## src/rtl/bcd_freq_gen.sv

```systemverilog
// BCD-programmed square-wave generator: D3.D2D1D0 Hz -> half period H = CLK_FREQ_HZ*500/F cycles.
// Optional o_half_period port enabled by defining BCD_FREQ_GEN_PERIOD_OUT_EN.
module bcd_freq_gen #(
  parameter int unsigned CLK_FREQ_HZ = 100_000_000,
  localparam logic [63:0] DIV_NUM = 64'(CLK_FREQ_HZ) * 64'd500,
  localparam int DIV_W = $clog2(DIV_NUM + 64'd1)
) (
  input  logic             i_clk,
  input  logic             i_rst_n,
  input  logic             i_start,
  input  logic             i_stop,
  input  logic [3:0]       i_freq_bcd [3:0],
  output logic             o_signal,
  output logic             o_busy,
  output logic             o_running,
`ifdef BCD_FREQ_GEN_PERIOD_OUT_EN
  output logic [DIV_W-1:0] o_half_period,
`endif
  output logic             o_err
);

  localparam int STEP_W = $clog2(DIV_W + 1);

  typedef enum logic [2:0] {S_IDLE, S_CONV, S_DIV, S_RUN, S_ERR} state_t;

  state_t            r_state;
  state_t            w_next;
  logic [3:0]        r_dig [3:0];
  logic [13:0]       r_f;
  logic              r_bad;
  logic [STEP_W-1:0] r_step;
  logic [13:0]       r_rem;
  logic [DIV_W-1:0]  r_quo;
  logic [DIV_W-1:0]  r_h;
  logic [DIV_W-1:0]  r_cnt;
  logic              r_signal;

  logic [1:0]        w_idx;
  logic [3:0]        w_digit;
  logic [13:0]       w_f_next;
  logic              w_last_conv;
  logic              w_conv_bad;
  logic [14:0]       w_trial;
  logic              w_ge;
  logic [13:0]       w_rem_sub;
  logic              w_div_done;
  logic              w_toggle;

  // CONV walks the digits MSD first: step 0 reads index 3.
  assign w_idx       = 2'(2'd3 - r_step[1:0]);
  assign w_digit     = r_dig[w_idx];
  assign w_f_next    = r_f * 14'd10 + {10'd0, w_digit};
  assign w_last_conv = (r_step == STEP_W'(3));
  assign w_conv_bad  = r_bad || (w_digit > 4'd9) || (w_f_next == 14'd0);

  // Remainder is always below F, so the subtraction fits in 14 bits.
  assign w_trial    = {r_rem, r_quo[DIV_W-1]};
  assign w_ge       = (w_trial >= {1'b0, r_f});
  assign w_rem_sub  = w_trial[13:0] - r_f;
  assign w_div_done = (r_step == STEP_W'(DIV_W));
  assign w_toggle   = (r_cnt == r_h - DIV_W'(1));

  always_ff @(posedge i_clk or negedge i_rst_n) begin
    if (!i_rst_n) r_state <= S_IDLE;
    else          r_state <= w_next;
  end

  always_comb begin
    w_next = r_state;
    if (i_start) begin
      w_next = S_CONV;
    end else begin
      case (r_state)
        S_CONV: begin
          if (i_stop)           w_next = S_IDLE;
          else if (w_last_conv) w_next = w_conv_bad ? S_ERR : S_DIV;
        end
        S_DIV: begin
          if (i_stop)          w_next = S_IDLE;
          else if (w_div_done) w_next = S_RUN;
        end
        S_RUN: begin
          if (i_stop) w_next = S_IDLE;
        end
        default: w_next = r_state;
      endcase
    end
  end

  // Outputs decode from state so an async reset clears them at once.
  always_comb begin
    o_busy    = (r_state == S_CONV) || (r_state == S_DIV);
    o_running = (r_state == S_RUN);
    o_err     = (r_state == S_ERR);
    o_signal  = (r_state == S_RUN) && r_signal;
  end

`ifdef BCD_FREQ_GEN_PERIOD_OUT_EN
  assign o_half_period = (r_state == S_RUN) ? r_h : '0;
`endif

  always_ff @(posedge i_clk or negedge i_rst_n) begin
    if (!i_rst_n) begin
      r_dig    <= '{default: 4'd0};
      r_f      <= '0;
      r_bad    <= 1'b0;
      r_step   <= '0;
      r_rem    <= '0;
      r_quo    <= '0;
      r_h      <= '0;
      r_cnt    <= '0;
      r_signal <= 1'b0;
    end else if (i_start) begin
      r_dig    <= i_freq_bcd;
      r_f      <= '0;
      r_bad    <= 1'b0;
      r_step   <= '0;
      r_cnt    <= '0;
      r_signal <= 1'b0;
    end else begin
      case (r_state)
        S_CONV: begin
          r_f    <= w_f_next;
          r_bad  <= r_bad || (w_digit > 4'd9);
          r_step <= r_step + STEP_W'(1);
          if (w_last_conv) begin
            r_step <= '0;
            r_rem  <= '0;
            r_quo  <= DIV_W'(DIV_NUM);
          end
        end
        S_DIV: begin
          if (!w_div_done) begin
            r_rem  <= w_ge ? w_rem_sub : w_trial[13:0];
            r_quo  <= {r_quo[DIV_W-2:0], w_ge};
            r_step <= r_step + STEP_W'(1);
          end else begin
            r_h      <= r_quo;
            r_cnt    <= '0;
            r_signal <= 1'b1;
          end
        end
        S_RUN: begin
          if (w_toggle) begin
            r_cnt    <= '0;
            r_signal <= ~r_signal;
          end else begin
            r_cnt <= r_cnt + DIV_W'(1);
          end
        end
        default: r_signal <= 1'b0;
      endcase
    end
  end

endmodule

```

## config.mk

```make
export PLATFORM = sky130hd
export DESIGN_NAME = bcd_freq_gen
export DESIGN_NICKNAME = d
export VERILOG_FILES = /design/src/rtl/bcd_freq_gen.sv
export SDC_FILE = /design/constraint.sdc
export NUM_CORES = 1
export LEC_CHECK = 0
export CELL_PAD_IN_SITES_DETAIL_PLACEMENT = 1
export CELL_PAD_IN_SITES_GLOBAL_PLACEMENT = 2
export CORE_MARGIN = 3
export CORE_UTILIZATION = 36
export CTS_BUF_LIST = sky130_fd_sc_hd__clkbuf_16
export CTS_CLUSTER_SIZE = 16
export DETAILED_ROUTE_END_ITERATION = 10
export PLACE_DENSITY = 0.75
export REMOVE_ABC_BUFFERS = 1
export SLEW_MARGIN = 20
export SYNTH_ARGS = -nofsm -noshare
export SYNTH_HDL_FRONTEND = slang
export SYNTH_SLANG_ARGS = --single-unit
```

## constraint.sdc

```tcl
create_clock -name i_clk -period 3.67 [get_ports i_clk]
set_input_delay 0.734 -clock i_clk [delete_from_list [all_inputs] [get_ports i_clk]]
set_output_delay 0.734 -clock i_clk [all_outputs]
set_load 0.01 [all_outputs]
```

==> impl_summary.log <==
[metrics] critical-path cell list: inv_1 -> ha_1 -> nor3b_1 -> buf_4 -> and4_1 -> a41oi_1 -> o22ai_1 -> a21o_1 -> o211ai_1 -> or4_1 -> a21oi_4 -> buf_12 -> nor2_1
[metrics] share of the yosys chip area belonging to registers: around two fifths
[metrics] worst skew pair latency: 0.44 ns
[metrics] Chip Height: ~170 um
[metrics] residual antenna-violating net count after detailed routing: 0
[metrics] post-route total power: a little under 7000 uW
[metrics] reported leakage power: 0.005106 uW
[metrics] cell accounting for the most synthesized area: dfrtp_1
[metrics] number of setup buffers added after CTS: 0
[metrics] register clock-pin slew on the reported worst setup and hold paths: 0.08 ns
[metrics] CTS root buf: clkbuf_16
[metrics] total global routing overflow: 0
[metrics] global-route wire length before repair: about 44 mm
[metrics] Post-Syn Area per Cell: about 9.2 sq um
[metrics] core region area: approximately 27000 sq um
[metrics] DR vias/cell: 5.334
[metrics] number of setup violations in the final report: 0
[metrics] total CTS buffers: 17
[metrics] number of failing hold endpoints at the final stage: 0
[metrics] HPWL after detailed placement: approximately 19 mm
[metrics] combined area of all synthesized cells: approximately 10000 sq um
[metrics] overall die width: about 170 um
[metrics] initial antenna violation count: 0
[metrics] largest delay contributor family on the critical path: simple AND/OR/NAND/NOR gates
[metrics] EDFF count, synth: 0
[metrics] worst setup skew after layout: between 0.02 and 0.025 ns
[metrics] number of different library cells in the post-synthesis netlist: 64
[metrics] slowest stage cell, crit path: or4_1
[metrics] data required time of the critical path: between 3 and 4 ns
[metrics] count of vias placed by the detailed router: a little over 8000
[metrics] portion of synthesized cell area occupied by the leading cell type: approximately two fifths
[metrics] effective utilization at floorplan: a little under two fifths
[metrics] result of the run: finished, final reports clean
[metrics] TritonCTS clock tree: done
[metrics] First-pass DRT Iterations: 4
[metrics] most used flip-flop cell after synthesis: dfrtp_1
[metrics] number of remaining DRC errors: 0
[metrics] Final Routed Wirelength: approximately 26 mm
[metrics] number of top-level pins: 24
[metrics] final number of max-transition violations: 0
[metrics] # resized after CTS: 0
[metrics] Max Clock Freq: ~0.28 GHz
[metrics] number of hold buffers added after CTS: 0
[metrics] Pwr Density: approximately 590 nW/um^2
[metrics] Placer Congestion: ~0.85
[metrics] final-layout worst hold slack: 0.3217 ns
[metrics] post-route fraction of the period consumed by the critical path: a little over nine tenths
[metrics] cell count after synthesis: ~1100
[metrics] deepest level of the CTS H-tree: 4
[metrics] worst hold-check path type: in2async
[metrics] actual transition at the worst max-transition pin: between 0.8 and 0.9 ns
[metrics] leading cell types by total area after synthesis: dfrtp_1 (41%), mux2_2 (5.8%), nand2_1 (5.6%)
[metrics] time the final worst path needs with I/O delays and setup: ~3.5 ns
[metrics] Wirelength per Cell: roughly 17 um
[metrics] synth-to-layout area growth: 15.11%
[metrics] largest stage delay on the critical path: 0.63 ns
[metrics] Port Buffers: 23
[metrics] largest fanout on the critical path: 27
[metrics] Antenna Diode Count: 0
[metrics] worst vdd ir: ~0.35 mV
[metrics] crit path DAT: about 3.8 ns
[metrics] category of the worst setup path launch point: register
[metrics] total routing resource utilization after global routing: between 10% and 20%
[metrics] register bit count reported by yosys: approximately 160
[metrics] clock sinks: ~160
[metrics] async set-or-reset flop fraction in the synthesized netlist: 100.0%
[metrics] initial DRC count: approximately 390
[metrics] Warnings, synthesis: 0
[metrics] share of post-route cells with drive strength above 1: 12.84%
[metrics] vias in the first global route: 8282
[metrics] largest net degree at the start of global routing: 86
[metrics] Die Area: around 30000 sq um
[metrics] worst rel slew slack: between 40% and 50%
[metrics] Critical Path End Type: register
[metrics] max-cap viol count: 0
[metrics] setup repair after global routing missed its margin: no
[metrics] Final nets: between 1000 and 1500
[metrics] Bufs on Longest Clock Path: 2
[metrics] Buffers & Inverters on Critical Path: 3
[metrics] # rows: 60
[metrics] Critical Setup Path Class: reg2reg
-- final timing paths --
check                              start   endpoint  slack [ns]  depth (start not counted)
worst max-delay path              r_h[0]  r_cnt[24]        0.16                         13
worst min-delay path             i_rst_n   r_rem[9]        0.32                          1
worst max register to register    r_h[0]  r_cnt[24]        0.16                         13
worst min register to register  r_dig[7]   r_dig[7]        0.51                          1
max in group asynchronous        i_rst_n  r_cnt[22]        2.62                          2
min in group i_clk              r_dig[7]   r_dig[7]        0.51                          1
-- metrics by stage --
| step | cells | TNS [ns] | util [%] | area [sq um] | setup slack, ns |
|---|---|---|---|---|---|
| 2_1_floorplan | 1043 | -18.86 | - | 9793 | -0.5176 |
| 3_3_place_gp | 1477 | 0 | 39.98 | 10840 | 0.1350 |
| 6_report | 1509 | 0 | 42.38 | 11490 | 0.1579 |
| 5_1_grt | 1509 | 0 | 42.38 | 11490 | 0.02548 |
| 3_5_place_dp | 1477 | 0 | 39.98 | 10840 | 0.1005 |
| 4_1_cts | 1509 | 0 | 42.29 | 11460 | 0.08158 |
-- logic make-up (layout without fill, tap and decap cells) --
kind of cell / count (synthesis) / in the layout / synth area share, %
muxes: 72 / 72 / 8.364
xor gates and xnor gates: 99 / 99 / 8.828
DFF: 163 / 163 / 40.88
and+or+nand+nor: 439 / 439 / 21.18
AOI/OAI and AO/OA: 187 / 187 / 11.77
adders and majority gates: 43 / 43 / 5.618
buffers and inverters: 86 / 134 / 3.360
-- layer usage --
metal	wire [um]	part of all wire (%)	track usage (%)
met1	13780	52	27.80
met2	11680	44	28.52
met3	512	2.0	2.743
met4	284	1.1	4.200
met5	0	0	0
-- synthesized netlist by cell type, drive strengths merged, types with 6 or more instances --
| cell | count |
|---|---|
| or2 | 6 |
| ha | 40 |
| and4 | 6 |
| or4 | 10 |
| and3 | 14 |
| mux2i | 17 |
| mux2 | 51 |
| nor2b | 12 |
| nand3 | 30 |
| a21oi | 28 |
| nor2 | 107 |
| o2111ai | 6 |
| buf | 8 |
| a31oi | 8 |
| o21ai | 79 |
| clkbuf | 38 |
| xnor2 | 53 |
| nor3b | 6 |
| o211ai | 9 |
| a211oi | 11 |
| a21o | 10 |
| nor4 | 18 |
| nand4 | 17 |
| xor2 | 45 |
| nand2 | 148 |
| dfrtp | 163 |
| inv | 40 |
| nor3 | 37 |
-- layout by cell type (no fill, tap or decap), types with 21 or more instances in the layout --
master / count
ha_1: 40
a21oi_1: 27
xor2_1: 45
nand2_1: 147
inv_1: 40
nand3_1: 30
mux2_2: 51
clkdlybuf4s50_1: 21
nor3_1: 34
buf_4: 35
nor2_1: 107
dfrtp_1: 163
o21ai_0: 79
xnor2_1: 53
-- final cells by class --
cell class,instances,area [sq um]
repair buffers,62,569.3
clock inverters,15,200.2
flip-flops and latches,163,4079
clock buffers,17,425.4
inverters,40,150.1
well taps,372,465.4
multi-input cells,840,5597
fillers,3109,15620
-- registers in the layout (all words and copies together) (netlist names) --
signal,count
r_cnt,36
r_h,36
r_quo,36
r_dig,16
r_f,14
r_rem,14
r_step,6
r_state,3
r_bad,1
r_signal,1
-- report_power, final --
group / leakage, uW / internal [uW] / switching (uW)
Clock: 0.000307 / 996 / 905
Combinational: 0.00262 / 1150 / 1450
Sequential: 0.00217 / 2010 / 214
(Power assumes the default switching activity.)
